`config.mk`:
```
export PLATFORM = sky130hd
export DESIGN_NAME = uart_tx_top
export DESIGN_NICKNAME = d
export VERILOG_FILES = /design/src/rtl/uart_tx_top.sv
export SDC_FILE = /design/constraint.sdc
export NUM_CORES = 1
export LEC_CHECK = 0
export ABC_AREA = 1
export CORE_UTILIZATION = 51
export CTS_CLUSTER_SIZE = 16
export DETAILED_ROUTE_END_ITERATION = 6
export PLACE_DENSITY_LB_ADDON = 0.12
export SLEW_MARGIN = 20
export SYNTH_ARGS = -nofsm -noshare
export SYNTH_HDL_FRONTEND = slang
export SYNTH_SLANG_ARGS = --single-unit
```
`constraint.sdc`:
```
create_clock -name clk -period 1.4 [get_ports clk]
set_clock_uncertainty 0.05 [all_clocks]
set_input_delay 0.42 -clock clk [delete_from_list [all_inputs] [get_ports clk]]
set_output_delay 0.42 -clock clk [all_outputs]
set_load 0.02 [all_outputs]
```
`src/rtl/uart_tx_top.sv`:
```
// uart_tx_top: 8N1 UART transmitter.
// Serialises a byte as one start bit, eight data bits LSB first and one
// stop bit. Each bit is held for BIT_CYCLES clocks. RX232 and over_rx are
// both driven straight from flops, so no input reaches an output
// combinationally.
module uart_tx_top #(
  parameter int CLK_FREQ  = 50_000_000,
  parameter int BAUD_RATE = 9600
) (
  input  logic       clk,
  input  logic       rst_n,
  input  logic       send_en,
  input  logic [7:0] data_rx,
  output logic       RX232,
  output logic       over_rx
);

  localparam int BIT_CYCLES = CLK_FREQ / BAUD_RATE;
  localparam int CNT_W      = $clog2(BIT_CYCLES);
  localparam logic [CNT_W-1:0] CNT_LAST = CNT_W'(BIT_CYCLES - 1);
  localparam logic [CNT_W-1:0] CNT_ZERO = CNT_W'(0);

  localparam logic [1:0] S_IDLE  = 2'd0;
  localparam logic [1:0] S_START = 2'd1;
  localparam logic [1:0] S_DATA  = 2'd2;
  localparam logic [1:0] S_STOP  = 2'd3;

  logic [1:0]       r_state;
  logic [CNT_W-1:0] r_cnt;
  logic [2:0]       r_idx;
  logic [7:0]       r_shift;
  logic             r_tx;
  logic             r_over;

  logic [1:0]       w_state_n;
  logic [CNT_W-1:0] w_cnt_n;
  logic [2:0]       w_idx_n;
  logic [7:0]       w_shift_n;
  logic             w_tx_n;
  logic             w_over_n;
  logic             w_bit_done;

  // The current bit period ends on the last baud count.
  assign w_bit_done = (r_cnt == CNT_LAST);

  // Next-state logic. The line value for the next bit is computed here and
  // registered on the same edge as the state change, so RX232 moves together
  // with the state.
  always_comb begin
    w_state_n = r_state;
    w_cnt_n   = r_cnt;
    w_idx_n   = r_idx;
    w_shift_n = r_shift;
    w_tx_n    = r_tx;
    w_over_n  = 1'b0;
    case (r_state)
      S_IDLE: begin
        w_cnt_n = CNT_ZERO;
        if (send_en) begin
          w_shift_n = data_rx;
          w_idx_n   = 3'd0;
          w_tx_n    = 1'b0;
          w_state_n = S_START;
        end else begin
          w_tx_n    = 1'b1;
          w_state_n = S_IDLE;
        end
      end
      S_START: begin
        if (w_bit_done) begin
          w_cnt_n   = CNT_ZERO;
          w_idx_n   = 3'd0;
          w_tx_n    = r_shift[0];
          w_state_n = S_DATA;
        end else begin
          w_cnt_n   = r_cnt + CNT_W'(1);
        end
      end
      S_DATA: begin
        if (w_bit_done) begin
          w_cnt_n = CNT_ZERO;
          if (r_idx == 3'd7) begin
            w_tx_n    = 1'b1;
            w_state_n = S_STOP;
          end else begin
            w_idx_n   = r_idx + 3'd1;
            w_tx_n    = r_shift[r_idx + 3'd1];
          end
        end else begin
          w_cnt_n = r_cnt + CNT_W'(1);
        end
      end
      S_STOP: begin
        if (w_bit_done) begin
          w_cnt_n   = CNT_ZERO;
          w_tx_n    = 1'b1;
          w_over_n  = 1'b1;
          w_state_n = S_IDLE;
        end else begin
          w_cnt_n   = r_cnt + CNT_W'(1);
        end
      end
      default: begin
        w_cnt_n   = CNT_ZERO;
        w_idx_n   = 3'd0;
        w_tx_n    = 1'b1;
        w_state_n = S_IDLE;
      end
    endcase
  end

  // State, counters, latched byte and registered outputs; an asynchronous
  // reset abandons any frame and forces the line high.
  always_ff @(posedge clk or negedge rst_n) begin
    if (!rst_n) begin
      r_state <= S_IDLE;
      r_cnt   <= CNT_ZERO;
      r_idx   <= 3'd0;
      r_shift <= 8'd0;
      r_tx    <= 1'b1;
      r_over  <= 1'b0;
    end else begin
      r_state <= w_state_n;
      r_cnt   <= w_cnt_n;
      r_idx   <= w_idx_n;
      r_shift <= w_shift_n;
      r_tx    <= w_tx_n;
      r_over  <= w_over_n;
    end
  end

  assign RX232   = r_tx;
  assign over_rx = r_over;

endmodule

```
==> impl_metrics.py, run 1 <==
metrics = {
    "route": {
        "drt.antenna.violating_nets": 0,
        "drt_wl_total_um": 3666,
        "detailedRoute.firstIterationViolations": 71,
        "routed_wire_length_per_instance_um": 14.15,
        "detailroute.via_count": 1370,
        "route.detailed.vias_per_inst": 5.290,
        "route.detailed.drc": 0,
        "dr.pass1.iters": 4,
    },
    "critical_path": {
        "critical_path.endpoint": "r_idx[0]$_DFFE_PN0P_",
        "worst_r2r_path_depth": 7,
        "cp_data_required_time_ns": 1.63,
        "reg2reg_slack_ns": -0.13,
        "critical_path_peak_fanout": 6,
        "r2r_start": "r_state[0]$_DFFE_PN0P_",
        "endpoint_kind": "flop",
        "r2r-end": "r_idx[0]$_DFFE_PN0P_",
        "critical_path_class": "reg -> reg",
        "arrival_ns": 1.76,
        "startpoint": "r_state[0]$_DFFE_PN0P_",
        "worstSetupStartpointType": "flop",
    },
    "sta": {
        "period_share_pct": 109.3,
        "finalSetupViolations": 16,
        "maxSlewViolCount": 0,
        "final.setup.worst_slack_ns": -0.1309,
        "tightest_slew_ns": 0.2597,
        "worst_slew_margin_rel_pct": 82.68,
        "rsz_0062_raised_after_global_routing": "true",
        "fmax_mhz": 653.2,
        "fin_crit_ns": 1.531,
        "timing_hold_violations_final": 0,
    },
    "die": {
        "design.die.area_sq_mm": 0.003295,
        "die_h_um": 57.40,
        "core_region_area_sq_mm": 0.002829,
        "horizontal_extent_of_the_die_um": 57.40,
        "floorplan.io_pins": 13,
        "core.rowCount": 19,
        "initial_core_util_pct": 55.33,
    },
    "global_routing": {
        "grt_overflow": 0,
        "grt_antenna_before_repair": 0,
        "total_global_route_track_usage_pct": 22.69,
        "via_count_of_the_first_global_routing_pass": 1389,
        "first_pass_grt_wire_length_um": 5671,
        "largest_net_degree_at_the_start_of_global_routing": 21,
    },
    "power": {
        "clock_power_share_pct": 38.0,
        "internal_mw": 1.127,
        "power.sequential.fraction_pct": 58.4,
        "max-vdd-ir-drop_mv": 0.4041,
        "power_leakage_nw": 1.038,
        "p_sw_mw": 0.2588,
        "netSwitchingFraction_pct": 18.67,
        "share_comb_of_total_power_pct": 3.6,
        "power.density_cell_area_mw_per_mm2": 636.1,
    },
    "clock_tree": {
        "cts-htree-levels": 1,
        "worst_skew_pair_later_pin_latency_ns": 0.33,
        "worst_setup_hold_path_clk_slew_ns": 0.15,
        "cts.sink_count": 28,
        "cts.path.max_buffers": 2,
        "cts-root-buf": "sky130_fd_sc_hd__clkbuf_4",
        "tritoncts": "yes",
        "cts_hold_repair.buffers": 0,
        "cts_buffers": 3,
    },
    "final_layout": {
        "post_route_cells_drive_above_1_share_pct": 41.23,
        "postLayoutCellArea_sq_mm": 0.002178,
        "inserted_diodes": 0,
        "num-nets-final": 248,
        "area_growth_syn_to_layout_pct": 39.17,
        "finalNonFillerCells": 259,
    },
    "synth": {
        "postSynthRegisterBits": 28,
        "synthesis.area_sq_mm": 0.001565,
        "seq_area_frac_synth_pct": 44.84,
        "yosys_warnings": 0,
        "synthCells": 180,
        "syn-mean-instance-area_sq_um": 8.696,
        "synth.lib_cells_used.distinct": 32,
        "syn-num-nets": 199,
    },
    "placed_design": {
        "detailed_place_hpwl_um": 2551,
        "place_congestion": 0.8499,
        "place_inst": 248,
        "postPlaceCellArea_sq_mm": 0.001938,
        "port_buffers": 12,
    },
    "run_status": {
        "failed_checks": "setup timing",
        "outcome": "finished, violations left",
    },
    "worst_hold_path": {
        "worst_hold_path_class": "in -> async",
    },
    "run": {
        "count_of_max_cap_constraint_violations": 0,
    },
}
-- metal layers --
layer	share of wire [%]	up-vias	track usage, %
li1	-	676	-
met1	40	668	24.78
met2	56	17	43.52
met3	1.9	9	2.494
met4	1.7	0	10.10
met5	0	-	0
-- registers in the layout (all words and copies together), names as in the netlist --
| name | count |
|---|---|
| RX232 | 1 |
| over_rx | 1 |
| r_cnt | 13 |
| r_idx | 3 |
| r_shift | 8 |
| r_state | 2 |
-- layout by cell type, fill, tap and decap left out, types with 2 or more instances in the layout --
cell type	n
sky130_fd_sc_hd__nand2_1	35
sky130_fd_sc_hd__buf_4	32
sky130_fd_sc_hd__dfrtp_1	26
sky130_fd_sc_hd__nor2_1	18
sky130_fd_sc_hd__inv_1	15
sky130_fd_sc_hd__clkdlybuf4s50_1	10
sky130_fd_sc_hd__inv_2	8
sky130_fd_sc_hd__a21oi_1	8
sky130_fd_sc_hd__nor3_2	5
sky130_fd_sc_hd__nand3_2	5
sky130_fd_sc_hd__nand2_2	5
sky130_fd_sc_hd__a21oi_2	5
sky130_fd_sc_hd__nand3_1	5
sky130_fd_sc_hd__xor2_1	4
sky130_fd_sc_hd__mux2_2	4
sky130_fd_sc_hd__ha_4	4
sky130_fd_sc_hd__nor2_2	3
sky130_fd_sc_hd__nand2_4	3
sky130_fd_sc_hd__nor2_4	3
sky130_fd_sc_hd__ha_1	3
sky130_fd_sc_hd__clkbuf_4	3
sky130_fd_sc_hd__buf_6	3
sky130_fd_sc_hd__nor3_4	2
sky130_fd_sc_hd__o21ai_1	2
sky130_fd_sc_hd__nand3b_1	2
-- Yosys cell counts, drive strengths merged --
master	instances	area share, %
a21oi	13	4.4
a211oi	1	0.48
nor3	7	4.2
o22ai	1	1.3
inv	24	5.8
o21a	1	0.48
dfstp	1	1.7
nor3b	1	0.48
mux2	4	2.9
ha	8	6.4
nand2	43	11
buf	2	0.64
xor2	4	2.2
dfrtp	27	43
nand4	1	0.40
or2	1	0.40
nand3b	2	0.96
nand3	11	4.6
o21ai	3	1.2
o21bai	1	0.48
nor2	24	6.6
-- power groups by stage --
stage          registers (mW)  logic (mW)  clock network, mW
2_1_floorplan           0.824    0.000218                  0
3_3_place_gp            0.824      0.0481                  0
3_5_place_dp            0.824      0.0498                  0
4_1_cts                 0.809      0.0501              0.545
5_1_grt                 0.809      0.0563              0.560
6_report                0.809      0.0494              0.527
-- repair_timing --
action                     in CTS  in global routing
setup endpoints to repair      18                 24
buffers inserted                4                  3
pin swaps                       7                 15
cloned                          0                  0
gates resized for setup        20                 22
-- worst min-delay path by stage --
| stage | endpoint | slack (ns) | cells after the start |
|---|---|---|---|
| global placement | r_idx[1]$_DFFE_PN0P_ | 0.42 | 2 |
| floorplan | over_rx$_DFF_PN0_ | 0.07 | 0 |
| global route | r_cnt[12]$_DFF_PN0_ | 0.34 | 2 |
| finish | r_cnt[12]$_DFF_PN0_ | 0.32 | 2 |
| detailed placement | r_idx[2]$_DFFE_PN0P_ | 0.44 | 2 |
| CTS | r_cnt[12]$_DFF_PN0_ | 0.32 | 2 |
-- metrics by stage --
step                hold WS (ns)  setup TNS (ns)  setup WS, ns  power (mW)  util (%)
floorplan                0.07441       -0.009440     -0.009440      0.8245         -
global route              0.3400          -2.556       -0.2220       1.426     77.00
finish                    0.3234          -1.098       -0.1309       1.386     77.00
CTS                       0.3194          -1.209       -0.1298       1.404     72.67
global placement          0.4184          -2.005       -0.1681      0.8722     68.51
detailed placement        0.4365          -2.547       -0.1786      0.8739     68.51
-- kinds of logic after synthesis --
group                    share of synthesized area (%)
buffers and inverters                            6.395
XOR/XNOR                                         2.238
adder cells (fa/ha/maj)                          6.395
flip-flops                                       44.84
multiplexers                                     2.877
AO/OA/AOI/OAI                                    8.314
AND/OR/NAND/NOR                                  28.94
-- critical path: stages, from the launching register on --
cell and delay, ns:
sky130_fd_sc_hd__dfrtp_1 0.45, sky130_fd_sc_hd__inv_2 0.12, sky130_fd_sc_hd__ha_2 0.28, sky130_fd_sc_hd__inv_1 0.12, sky130_fd_sc_hd__buf_4 0.15, sky130_fd_sc_hd__nor2_1 0.11, sky130_fd_sc_hd__nand3_1 0.11, sky130_fd_sc_hd__nand2_1 0.09
-- final cells by class --
cell class              count  area, sq um
flip-flops and latches     28        703.2
inverters                  24        92.59
clock buffers               3        22.52
repair buffers             46        379.1
fillers                   181        650.6
multi-input cells         126        912.1
well taps                  31        38.79
clock inverters             1        30.03
(Power assumes the default switching activity.)
==> inputs of run 2 (changes only) <==
--- a/config.mk
+++ b/config.mk
@@ -10,7 +10,7 @@
 export CTS_CLUSTER_SIZE = 16
 export DETAILED_ROUTE_END_ITERATION = 6
 export PLACE_DENSITY_LB_ADDON = 0.12
-export SLEW_MARGIN = 20
 export SYNTH_ARGS = -nofsm -noshare
 export SYNTH_HDL_FRONTEND = slang
 export SYNTH_SLANG_ARGS = --single-unit
+export TNS_END_PERCENT = 50
==> run 2 against run 1 <==
Critical path depth shrank 6; critical path type is now reg -> out; critical endpoint is now RX232; via count shrank 1.8%; non-clock buffer count shrank 1; sequential power is essentially flat; the flow still finishes with violations (setup timing); largest power group unchanged.
==> impl_metrics.py, run 2 (same netlist as run 1, synthesis figures left out) <==
metrics = {
    "final_layout": {
        "layout_top_registers": "r_cnt (13), r_shift (8), r_idx (3)",
        "layout_common_cells": "sky130_fd_sc_hd__nand2_1, sky130_fd_sc_hd__buf_4, sky130_fd_sc_hd__dfrtp_1",
        "inserted_diodes": 0,
        "flip_flop_count_of_the_largest_register_after_layout": 13,
        "regMostFlops": "r_cnt",
        "most_frequent_standard_cell_in_the_layout_excluding_fill_and_tap_cells": "sky130_fd_sc_hd__nand2_1",
        "post_route_cells_drive_above_1_share_pct": 37.44,
        "num-nets-final": 247,
        "area_growth_syn_to_layout_pct": 35.57,
    },
    "power": {
        "power.sequential.fraction_pct": 58.3,
        "clock_power_share_pct": 38.1,
        "share_comb_of_total_power_pct": 3.6,
        "netSwitchingFraction_pct": 18.75,
        "max-vdd-ir-drop_mv": 0.4380,
        "power.density_cell_area_mw_per_mm2": 653.6,
        "p_sw_mw": 0.2601,
        "internal_mw": 1.127,
        "power_leakage_nw": 1.018,
    },
    "sta": {
        "tightest_slew_ns": 0.2552,
        "period_share_pct": 106.1,
        "fmax_mhz": 673.1,
        "maxSlewViolCount": 0,
        "final.setup.worst_slack_ns": -0.08570,
        "fin_crit_ns": 1.486,
        "worst_slew_margin_rel_pct": 82.99,
        "fin_setup_tns_ns": -0.7329,
        "timing_hold_violations_final": 0,
        "finalSetupViolations": 17,
        "rsz_0062_raised_after_global_routing": "true",
    },
    "global_routing": {
        "grt_antenna_before_repair": 0,
        "met3_usage_pct": 2.041,
        "first_pass_grt_wire_length_um": 5430,
        "grt_overflow": 0,
        "via_count_of_the_first_global_routing_pass": 1329,
        "total_global_route_track_usage_pct": 21.63,
        "largest_net_degree_at_the_start_of_global_routing": 21,
        "global_route.peak_usage_layer": "met2",
        "use_met1_pct": 24.04,
        "met2_usage_pct": 41.86,
    },
    "critical_path": {
        "critPathTopFamily": "flip-flops",
        "path_buf_inv": 1,
        "reg2reg_slack_ns": -0.08,
        "worst_r2r_path_depth": 8,
        "r2r-end": "r_idx[0]$_DFFE_PN0P_",
        "cp_data_required_time_ns": 0.93,
        "r2r_start": "r_cnt[0]$_DFF_PN0_",
        "arrival_ns": 1.02,
        "cp_slowest_cell": "sky130_fd_sc_hd__dfstp_2",
        "worstSetupStartpointType": "flop",
        "endpoint_kind": "primary output",
        "crit_path_max_incr_delay_ns": 0.58,
        "critical_path_class": "reg -> out",
        "critical_path_peak_fanout": 2,
        "crit_chain": "buf_6",
    },
    "route": {
        "routed_wire_length_per_instance_um": 12.53,
        "detailroute.via_count": 1345,
        "drt.antenna.violating_nets": 0,
        "detailedRoute.firstIterationViolations": 29,
        "route.detailed.drc": 0,
        "route.detailed.vias_per_inst": 5.213,
        "drt_wl_total_um": 3233,
        "dr.pass1.iters": 6,
    },
    "die": {
        "design.die.area_sq_mm": 0.003295,
        "core.rowCount": 19,
        "initial_core_util_pct": 55.33,
        "floorplan.io_pins": 13,
        "horizontal_extent_of_the_die_um": 57.40,
        "die_h_um": 57.40,
        "core_region_area_sq_mm": 0.002829,
    },
    "placed_design": {
        "dp_worst_setup_slack_ns": -0.1791,
        "place_congestion": 0.8499,
        "port_buffers": 12,
        "detailed_place_hpwl_um": 2542,
    },
    "worst_hold_path": {
        "worst_hold_path_class": "in -> async",
    },
    "clock_tree": {
        "worst_skew_pair_later_pin_latency_ns": 0.33,
        "cts_buffers": 3,
        "worst_setup_hold_path_clk_slew_ns": 0.15,
        "cts_hold_repair.buffers": 0,
        "cts.path.max_buffers": 2,
        "cts-root-buf": "sky130_fd_sc_hd__clkbuf_4",
        "tritoncts": "yes",
        "cts.sink_count": 28,
        "cts-htree-levels": 1,
    },
    "run_status": {
        "outcome": "finished, violations left",
        "failed_checks": "setup timing",
    },
    "run": {
        "count_of_max_cap_constraint_violations": 0,
    },
}
-- run 2: cell count changes in the layout (fill, tap and decap cells not counted), sizes merged --
cell | before | now
buf | 36 | 35
-- run 2: how the worst max path moves through the flow --
stage	start	end	slack (ns)	cells after the start
after global placement	RX232$_DFFE_PN1P_	RX232	-0.17	1
final	RX232$_DFFE_PN1P_	RX232	-0.09	1
after CTS	r_cnt[0]$_DFF_PN0_	r_state[1]$_DFFE_PN0P_	-0.11	8
after global routing	r_cnt[0]$_DFF_PN0_	r_idx[2]$_DFFE_PN0P_	-0.22	8
after floorplan	r_state[0]$_DFFE_PN0P_	r_state[1]$_DFFE_PN0P_	-0.009	9
after detailed placement	send_en	r_shift[6]$_DFFE_PN0P_	-0.18	3
-- run 2: power by group through the flow --
stage / sequential [mW] / clock [mW] / combinational [mW]
2_1_floorplan: 0.824 / 0 / 0.000218
3_5_place_dp: 0.824 / 0 / 0.0499
4_1_cts: 0.809 / 0.544 / 0.0501
5_1_grt: 0.809 / 0.561 / 0.0565
3_3_place_gp: 0.824 / 0 / 0.0481
6_report: 0.809 / 0.529 / 0.0493
-- run 2: final cells by class --
cell class              instances  area (sq um)
multi-input cells             126         870.8
fillers                       200         706.9
flip-flops and latches         28         701.9
repair buffers                 45         367.9
inverters                      24         90.09
well taps                      31         38.79
clock inverters                 1         30.03
clock buffers                   3         22.52
-- run 2: routing by layer --
layer / part of all wire (%) / vias to the layer above
li1: - / 672
met1: 41 / 648
met2: 56 / 20
met3: 1.9 / 5
met4: 1.1 / 0
met5: 0 / -
-- run 2: metrics by stage --
stage | std cells | utilization, % | total power [mW] | hold WS, ns | cell area, sq um
floorplan | 180 | - | 0.8245 | 0.07441 | 1599
global placement | 248 | 68.51 | 0.8722 | 0.4184 | 1938
detailed placement | 248 | 68.51 | 0.8739 | 0.4366 | 1938
CTS | 256 | 72.67 | 1.404 | 0.3214 | 2056
global route | 258 | 75.01 | 1.427 | 0.3372 | 2122
finish | 258 | 75.01 | 1.387 | 0.3252 | 2122
-- run 2: worst register-to-register path, delay by kind of cell, from the launching register on --
| family | cells | cell delay [ns] |
|---|---|---|
| adder cells (fa/ha/maj) | 1 | 0.17 |
| AND/OR/NAND/NOR | 6 | 0.57 |
| flip-flops | 1 | 0.43 |
| AO/OA/AOI/OAI | 1 | 0.18 |
-- run 2: what timing repair did --
item                       CTS  global route
setup endpoints to repair   21            24
resized for setup           18            11
pin swaps                    2             4
setup buffers                4             2
gates cloned                 0             0
